`src/rtl/tick_tx_pkg.sv`:
```
// Shared types for the tick-paced serial transmitter.
package tick_tx_pkg;

    typedef enum logic [2:0] {
        IDLE  = 3'd0,
        ARM   = 3'd1,
        START = 3'd2,
        DATA  = 3'd3,
        STOP  = 3'd4
    } state_t;

    localparam logic IDLE_LEVEL = 1'b1;

endpackage

```
`src/rtl/tick_serial_tx.sv`:
```
// Tick-paced serial frame transmitter: start bit, DATA_W bits LSB-first, STOP_BITS stop bits.
// Each line level lasts one tick interval; tx and frame_done come straight from flops.
module tick_serial_tx
    import tick_tx_pkg::*;
#(
    parameter int unsigned DATA_W    = 8,
    parameter int unsigned STOP_BITS = 1
) (
    input  logic              clk,
    input  logic              rst,
    input  logic              tick,
    input  logic [DATA_W-1:0] data_in,
    input  logic              data_valid,
    output logic              data_ready,
    output logic              tx,
    output logic              busy,
    output logic              frame_done
);

    localparam int unsigned BIT_W  = $clog2(DATA_W);
    localparam int unsigned STOP_W = 2;

    if (DATA_W < 2 || STOP_BITS < 1 || STOP_BITS > 2) begin : g_param_check
        $error("tick_serial_tx: DATA_W must be >= 2 and STOP_BITS must be 1 or 2");
    end

    state_t            state;
    logic [DATA_W-1:0] shift_reg;
    logic [BIT_W-1:0]  bit_cnt;
    logic [STOP_W-1:0] stop_cnt;
    logic              accept;

    // Ready is forced low while reset is asserted, independent of the clock.
    assign data_ready = (state == IDLE) && !rst;
    assign accept     = data_valid && data_ready;

    // Next line level is computed alongside the state so tx is a plain flop output.
    always_ff @(posedge clk or posedge rst) begin
        if (rst) begin
            state      <= IDLE;
            shift_reg  <= '0;
            bit_cnt    <= '0;
            stop_cnt   <= '0;
            tx         <= IDLE_LEVEL;
            busy       <= 1'b0;
            frame_done <= 1'b0;
        end else begin
            frame_done <= 1'b0;
            case (state)
                IDLE: begin
                    tx <= IDLE_LEVEL;
                    if (accept) begin
                        shift_reg <= data_in;
                        bit_cnt   <= '0;
                        stop_cnt  <= '0;
                        busy      <= 1'b1;
                        state     <= ARM;
                    end
                end
                ARM: begin
                    if (tick) begin
                        tx    <= 1'b0;
                        state <= START;
                    end
                end
                START: begin
                    if (tick) begin
                        bit_cnt <= '0;
                        tx      <= shift_reg[0];
                        state   <= DATA;
                    end
                end
                DATA: begin
                    if (tick) begin
                        shift_reg <= {1'b0, shift_reg[DATA_W-1:1]};
                        if (bit_cnt == BIT_W'(DATA_W - 1)) begin
                            // Counter holds at its last value so it never wraps.
                            tx    <= IDLE_LEVEL;
                            state <= STOP;
                        end else begin
                            bit_cnt <= bit_cnt + 1'b1;
                            tx      <= shift_reg[1];
                        end
                    end
                end
                STOP: begin
                    if (tick) begin
                        if (stop_cnt == STOP_W'(STOP_BITS - 1)) begin
                            busy       <= 1'b0;
                            frame_done <= 1'b1;
                            state      <= IDLE;
                        end else begin
                            stop_cnt <= stop_cnt + 1'b1;
                        end
                    end
                end
                default: begin
                    tx    <= IDLE_LEVEL;
                    busy  <= 1'b0;
                    state <= IDLE;
                end
            endcase
        end
    end

endmodule

```
`config.mk`:
```
export PLATFORM = sky130hd
export DESIGN_NAME = tick_serial_tx
export DESIGN_NICKNAME = d
export VERILOG_FILES = /design/src/rtl/tick_tx_pkg.sv /design/src/rtl/tick_serial_tx.sv
export SDC_FILE = /design/constraint.sdc
export NUM_CORES = 1
export LEC_CHECK = 0
export CAP_MARGIN = 15
export CORE_ASPECT_RATIO = 1.4
export CORE_UTILIZATION = 43
export CTS_CLUSTER_DIAMETER = 100
export DETAILED_ROUTE_END_ITERATION = 6
export GPL_ROUTABILITY_DRIVEN = 0
export GPL_TIMING_DRIVEN = 1
export HOLD_SLACK_MARGIN = 0.06
export PLACE_DENSITY_LB_ADDON = 0.2
export SLEW_MARGIN = 20
export SYNTH_ARGS = -nofsm -noshare
export SYNTH_HDL_FRONTEND = slang
export SYNTH_SLANG_ARGS = --single-unit
```
`constraint.sdc`:
```
create_clock -name clk -period 4.1 [get_ports clk]
set_clock_uncertainty 0.1 [all_clocks]
set_input_delay 0.82 -clock clk [delete_from_list [all_inputs] [get_ports clk]]
set_output_delay 0.82 -clock clk [all_outputs]
set_load 0.03 [all_outputs]
```
# Yosys cells after proc, flatten, opt, wreduce, memory -nomap -nowiden
# Cells that the tools add are included.
# word_totals
regBits	19
output_inout_bits	4
# classes
add_sub_neg	2
eq_ne	14
mux	32
bitwise	2
n_reduce_logical	15
# op_table
op	n
$mux W3	11
$ne A2 B2 Y1 const B	9
$mux W8	2
$pmux W8 S2	1
$pmux W3 S5	1
$reduce_and A4 Y1	3
$mux W1	10
$pmux W3 S3	1
$reduce_and A7 Y1	1
$eq A3 B2 Y1 const B	2
$eq A3 B3 Y1 const B	2
$mux W2	3
$reduce_and A5 Y1	1
$pmux W1 S4	1
$pmux W2 S2	1
$reduce_bool A2 Y1	2
$add A3 B1 Y3 const B	1
$eq A3 B1 Y1 const B	1
$logic_not A3 Y1	1
$pmux W1 S3	1
$reduce_and A3 Y1	1
$reduce_bool A3 Y1	1
$reduce_or A3 Y1	1
$add A2 B1 Y2 const B	1
other kinds (4)	6

# Depth between registers and ports, before layout
# Gate-level depths: netlist of the first run.
# logic_depth
word_depth	5
ltp_mapped	5

# Worst setup path before layout of the first run
# No wires, ideal clock.
# synth_path
path_kind	input to output
from	input port rst
to	output port data_ready
t_arrival_ns	1.789
required_time_ns	3.180
slack_ns	1.391
cell_stages	1
n_path_buf	0
path_cell_list	nor4_1
# synth_via
elab_chain_len	2
# synth_lines
element	line	source
start: declaration	tick_serial_tx.sv:10	input logic rst,
$logic_not A1 Y1 (no line)	--	
$logic_and A1 B1 Y1	tick_serial_tx.sv:34	assign data_ready = (state == IDLE) && !rst;
end: declaration	tick_serial_tx.sv:14	output logic data_ready,
# Every way passes these cells.

# Worst setup path after layout of the first run
# Ends and elaborated chain as after synthesis.

==> key figures, run 1 <==
Run status
  • Status: finished with violations
  • Violated checks: DRC

Cells and area
  • Share of post-route cells with drive strength above 1: about a quarter
  • Commonest cells after routing, fill and taps aside: 18 x dfrtp_1, 17 x mux2_2, 15 x clkdlybuf4s50_1
  • Non-Filler Instances: between 100 and 150
  • Synthesis-to-layout area growth: 18.3%
  • Commonest non-fill, non-tap cell in the layout: dfrtp_1
  • Max reg flops: 8
  • Ant. Diodes: 0
  • Final Net Count: between 100 and 150

Hold path
  • Worst min-delay path class: flop to flop
  • Min-Delay Startpoint: shift_reg[6]
  • Hold path cells: 1
  • Hold worst-path end: shift_reg[6]

CTS
  • Hold-fix buffers at CTS: 0
  • Post-CTS Setup Repair Bufs: 0
  • Clk buf depth: 2
  • Clk_lat worst skew: roughly 0.29 ns
  • CTS root buf: clkbuf_4
  • Clock sinks: 19
  • CTS tree: yes
  • CTS H-tree lvls: 1
  • Clock buffer count from CTS: 3
  • CTS-repair resized insts: 0
  • Clock-pin slew on the worst setup and hold paths: 0.12 ns

Floorplan
  • Die width: around 44 um
  • Core area: 2230 sq um
  • I/O Pins: 16
  • Initial Util: 46.9%
  • Cell row count: 20
  • Die area: between 2000 and 3000 sq um
  • Die H: 60.3 um

Yosys
  • FF+latch count, synth: 19
  • Synth Warn #: 0
  • Sequential area share after synthesis: a little under half
  • Synthesized area: around 1000 sq um
  • Yosys cell types: 31
  • Dominant cell type by area after synthesis: dfrtp_1
  • Syn_nets: between 100 and 150
  • Avg Inst Size Synth: approximately 11 sq um
  • Syn Inst Count: 92
  • Synth area leaders: dfrtp_1 43%, mux2_2 18%, ha_1 3.6%
  • Yosys top cell area share: 43.2%

Pwr
  • Total power: approximately 800 uW
  • Max VDD drop: 0.299 mV
  • Leak Pwr: approximately 0.52 nW
  • Cell Pwr Density: approximately 630 nW/um^2

Route
  • Routed wire length: around 1800 um
  • DR vias/cell: just under 6
  • Initial DRT Pass Iterations: 6
  • Antenna Nets Post-Route: 0
  • Post-route DRC: 1
  • Vias: about 740
  • 1st-iter DRT viols: 17
  • WL/cell: ~14 um

STA
  • Final hold violation count: 0
  • Setup violators final: 0
  • Slew margin rel.: between 50% and 60%
  • Post-route setup slack: 0.863 ns
  • Setup TNS: 0 ns
  • Measured slew at the worst slew-check pin: approximately 0.72 ns
  • RSZ-0062 raised after global routing: false
  • Period minus WS final: 3.24 ns
  • Tcrit/Tclk final: 79.0%
  • Slew Limit Fails: 0
  • FMAX: roughly 0.3 GHz

Critical path
  • CP Max Fanout: 5
  • Max stage delay on crit path: 0.74 ns
  • WP data required: 3.18 ns
  • R2R cell count: 3
  • Worst reg2reg setup slack: between 2 and 2.5 ns
  • CP max stage cell: clkdlybuf4s50_1
  • Most used cell, CP: clkdlybuf4s50_1
  • Startpoint types: input pin
  • Worst r2r dst: shift_reg[1]
  • Reg2reg start: state[0]
  • Worst-path cell chain: clkdlybuf4s50_1 -> nor4_1 -> clkdlybuf4s50_1
  • CP arrival: ~2.3 ns
  • Worst Setup SP: rst
  • Setup Crit Path Kind: input pin to output port
  • CP Capture Type: output port

Global routing
  • Largest net degree at the start of global routing: 20
  • First-pass GRT wire length: about 3200 um
  • Global route overflow: 0
  • Initial antenna violation count: 0
  • GRT Total Usage: roughly 16%
  • Vias in the first global route: roughly 730

Placement
  • Port Buffers: 15
  • Place WS: 0.835 ns
  • Dpl hpwl: approximately 1300 um
  • Placed instance count: 125

Job
  • Max-cap viol count: 0
-- how the worst max path moves through the flow --
stage,slack (ns),depth (start not counted),to
6_report,0.86,3,data_ready
5_1_grt,0.73,3,data_ready
4_1_cts,0.84,3,data_ready
2_1_floorplan,1.39,1,data_ready
3_3_place_gp,0.89,3,data_ready
3_5_place_dp,0.84,3,data_ready
-- cell type report --
class                      count  area (sq um)
tap                           22          27.5
clock inverter                 1          7.51
sequential                    19           477
timing repair buffer          15           150
clock buffer                   3          22.5
fill                         201           992
multi-input combinational     65           536
inverter                       4          15.0
-- power by group --
part	internal [mW]	leakage [nW]	switching, mW
Clock	0.0370	0.0139	0.0601
Sequential	0.265	0.232	0.0615
Combinational	0.206	0.274	0.148
Total	0.508	0.520	0.269
-- metrics by stage --
stage / instance area, sq um / hold slack (ns) / util, %
3_5_place_dp: 1200 / 0.390 / 54.1
4_1_cts: 1230 / 0.419 / 55.4
2_1_floorplan: 1040 / 0.366 / -
6_report: 1230 / 0.416 / 55.4
5_1_grt: 1230 / 0.442 / 55.4
3_3_place_gp: 1200 / 0.387 / 54.1
-- critical path, delay by kind of cell --
family | cells | cell delay (ns)
buffers and inverters | 2 | 1.22
AND/OR/NAND/NOR | 1 | 0.28
-- synth_stat cells --
cell type and n:
a211oi_1 1, a21boi_0 1, a21oi_1 2, a21oi_4 1, a22o_1 1, a2bb2oi_1 1
a32o_1 1, a32oi_1 1, and3_1 3, buf_2 1, clkbuf_1 3, dfrtp_1 18
dfstp_2 1, ha_1 3, inv_1 4, mux2_2 17, mux2i_1 3, nand2_1 5
nand3_1 3, nand3b_1 1, nand4_1 1, nor2_1 3, nor2b_1 6, nor3_1 1
nor4_1 1, o2111ai_1 1, o211ai_1 1, o21ai_0 3, or3b_2 2, or4b_2 1
or4b_4 1
-- layer usage --
layer | wire length, um | global-route usage, %
met2 | 878 | 27.3
met3 | 61 | 2.11
met5 | 0 | 0
met4 | 18 | 6.70
met1 | 847 | 20.3
-- cell families (layout without fill, tap and decap cells) --
| group | Yosys count | count (layout) | synth area share (%) |
|---|---|---|---|
| flip-flops | 19 | 19 | 45.7 |
| AND/OR/NAND/NOR | 28 | 28 | 16.1 |
| adder cells (fa/ha/maj) | 3 | 3 | 3.60 |
| buffers and inverters | 8 | 23 | 3.00 |
| AO/OA/AOI/OAI | 14 | 14 | 10.4 |
| multiplexers | 20 | 20 | 21.2 |
(Power assumes the default switching activity.)
==> run 2: changes to the inputs <==
Clock period 4.1 ns to 3 ns, I/O delays scaled along.
==> run 2 against run 1 <==
  * The run still ends with DRC left
  * Clock-buffer cell count increased by 1
  * Die area unchanged
  * Setup slack got worse by 0.66 ns
  * Sequential share of layout area decreased by 0.35 points
  * Cell count increased by 1.6%
  * Critical path type unchanged
==> key figures, run 2 (synthesis gave the netlist of run 1 again) <==
STA
  • Period minus WS final: 2.79 ns
  • Tcrit/Tclk final: 93.1%
  • Final hold slack: 0.412 ns (was 0.416 ns)
  • RSZ-0062 raised after global routing: false (unchanged)
  • Setup violators final: 0 (unchanged)
  • Setup TNS: 0 ns (unchanged)
  • FMAX: 0.358 GHz
  • Slew margin rel.: 50.0% (was 51.7%)
  • Final hold violation count: 0 (unchanged)
  • Measured slew at the worst slew-check pin: 0.749 ns (was 0.724 ns)
  • Slew Limit Fails: 0 (unchanged)

Floorplan
  • Die width: 43.6 um (unchanged)
  • Die area: 2630 sq um (unchanged)
  • Core area: 2230 sq um (unchanged)
  • Initial Util: 46.9% (unchanged)
  • Die H: 60.3 um (unchanged)
  • I/O Pins: 16 (unchanged)
  • Cell row count: 20 (unchanged)

CTS
  • Clk buf depth: 2 (unchanged)
  • CTS tree: yes (unchanged)
  • CTS H-tree lvls: 1 (unchanged)
  • Clock buffer count from CTS: 3 (unchanged)
  • Post-CTS Setup Repair Bufs: 0 (unchanged)
  • Clock-pin slew on the worst setup and hold paths: 0.10 ns (was 0.12 ns)
  • Clock sinks: 19 (unchanged)
  • Hold-fix buffers at CTS: 0 (unchanged)
  • Clk_lat worst skew: 0.28 ns (was 0.29 ns)
  • CTS-repair resized insts: 0 (unchanged)
  • CTS root buf: clkbuf_4 (unchanged)

Cells and area
  • Commonest cells after routing, fill and taps aside: 18 x dfrtp_1, 17 x mux2_2, 15 x clkdlybuf4s50_1 (unchanged)
  • Post-route cell area: 1250 sq um (was 1230 sq um)
  • Share of post-route cells with drive strength above 1: 25.7% (was 25.2%)
  • Commonest non-fill, non-tap cell in the layout: dfrtp_1 (unchanged)
  • Ant. Diodes: 0 (unchanged)
  • Max reg flops: 8 (unchanged)
  • Fill count: 193 (was 201)
  • Final Net Count: 125 (was 123)
  • Synthesis-to-layout area growth: 19.4% (was 18.3%)

Critical path
  • WP data required: 2.30 ns (was 3.18 ns)
  • CP arrival: 2.09 ns (was 2.32 ns)
  • Most used cell, CP: clkdlybuf4s50_1 (unchanged)
  • CP max stage cell: clkdlybuf4s50_1 (unchanged)
  • Max stage delay on crit path: 0.74 ns (about the same)
  • CP Max Fanout: 5 (unchanged)
  • Setup Crit Path Kind: input pin to output port (unchanged)
  • CP Capture Type: output port (unchanged)
  • Startpoint types: input pin (unchanged)
  • Worst-path cell chain: clkdlybuf4s50_1 -> nor4_1 -> clkdlybuf4s50_1 (unchanged)

Route
  • WL/cell: 14.1 um (was 14.0 um)
  • 1st-iter DRT viols: 20 (was 17)
  • Antenna Nets Post-Route: 0 (unchanged)
  • Post-route DRC: 1 (unchanged)
  • Initial DRT Pass Iterations: 6 (unchanged)
  • Routed wire length: 1840 um (was 1800 um)
  • Vias: 741 (was 744)
  • DR vias/cell: 5.66 (was 5.77)

Hold path
  • Worst min-delay path class: flop to flop (unchanged)

Global routing
  • Vias in the first global route: 743 (was 733)
  • Largest net degree at the start of global routing: 20 (unchanged)
  • First-pass GRT wire length: 3190 um (was 3170 um)
  • Initial antenna violation count: 0 (unchanged)
  • Global route overflow: 0 (unchanged)
  • GRT Total Usage: 16.4% (was 16.1%)

Pwr
  • Total power: 1.05 mW (was 778 uW)
  • Cell Pwr Density: 844 nW/um^2 (was 630 nW/um^2)
  • Leak Pwr: 0.531 nW (was 0.520 nW)
  • Max VDD drop: 0.389 mV (was 0.299 mV)

Job
  • Max-cap viol count: 0 (unchanged)

Placement
  • Dpl hpwl: 1330 um (was 1280 um)
  • Dpl cell area: 1220 sq um (was 1200 sq um)
  • Port Buffers: 15 (unchanged)

Run status
  • Status: finished with violations (unchanged)
  • Violated checks: DRC (unchanged)
==> run 2: cell types whose count changed in the layout (fill, tap and decap cells not counted) <==
cell and delta:
buf_4 +2, clkbuf_1 +1, clkinvlp_4 -1
==> run 2: metal layers <==
layer	wire length, um	track usage, %	vias up
li1	-	-	368
met1	869	20.4	362
met2	912	27.7	9
met3	40	2.11	2
met4	19	8.04	0
met5	0	0	-
==> run 2: worst max-delay path, delay by kind of cell <==
family        cells  cell delay [ns]
buf+inv           2             1.21
simple gates      1             0.28
==> run 2: cell type report <==
class | instances | area (sq um) | share of cell area [%]
Multi-Input combinational cell | 65 | 536 | 43.0
Sequential cell | 19 | 477 | 38.3
Timing Repair Buffer | 17 | 165 | 13.3
Tap cell | 22 | 27.5 | 2.21
Clock buffer | 4 | 26.3 | 2.11
Inverter | 4 | 15.0 | 1.20
==> run 2: final timing paths <==
| kind | slack (ns) | end | from | cells after the start |
|---|---|---|---|---|
| worst max-delay path | 0.21 | data_ready | rst | 3 |
| worst min-delay path | 0.41 | stop_cnt[0] | stop_cnt[0] | 1 |
| worst max register to register | 0.98 | shift_reg[5] | state[0] | 3 |
| worst min register to register | 0.41 | stop_cnt[0] | stop_cnt[0] | 1 |
| max in group asynchronous | 1.58 | shift_reg[7] | rst | 2 |
| min in group asynchronous | 0.75 | bit_cnt[1] | rst | 2 |
==> run 2: report_power, final <==
| group | internal (mW) | total [mW] | leakage (nW) | switching (mW) |
|---|---|---|---|---|
| logic | 0.283 | 0.487 | 0.284 | 0.203 |
| clock network | 0.0516 | 0.123 | 0.0150 | 0.0717 |
| registers | 0.363 | 0.442 | 0.232 | 0.0789 |
==> run 2: through the flow <==
step	utilization [%]	std cells	setup slack, ns
after floorplan	-	92	0.627
after CTS	56.0	131	0.204
after global placement	54.8	127	0.233
after global routing	56.0	131	0.132
after detailed placement	54.8	127	0.202
final	56.0	131	0.207
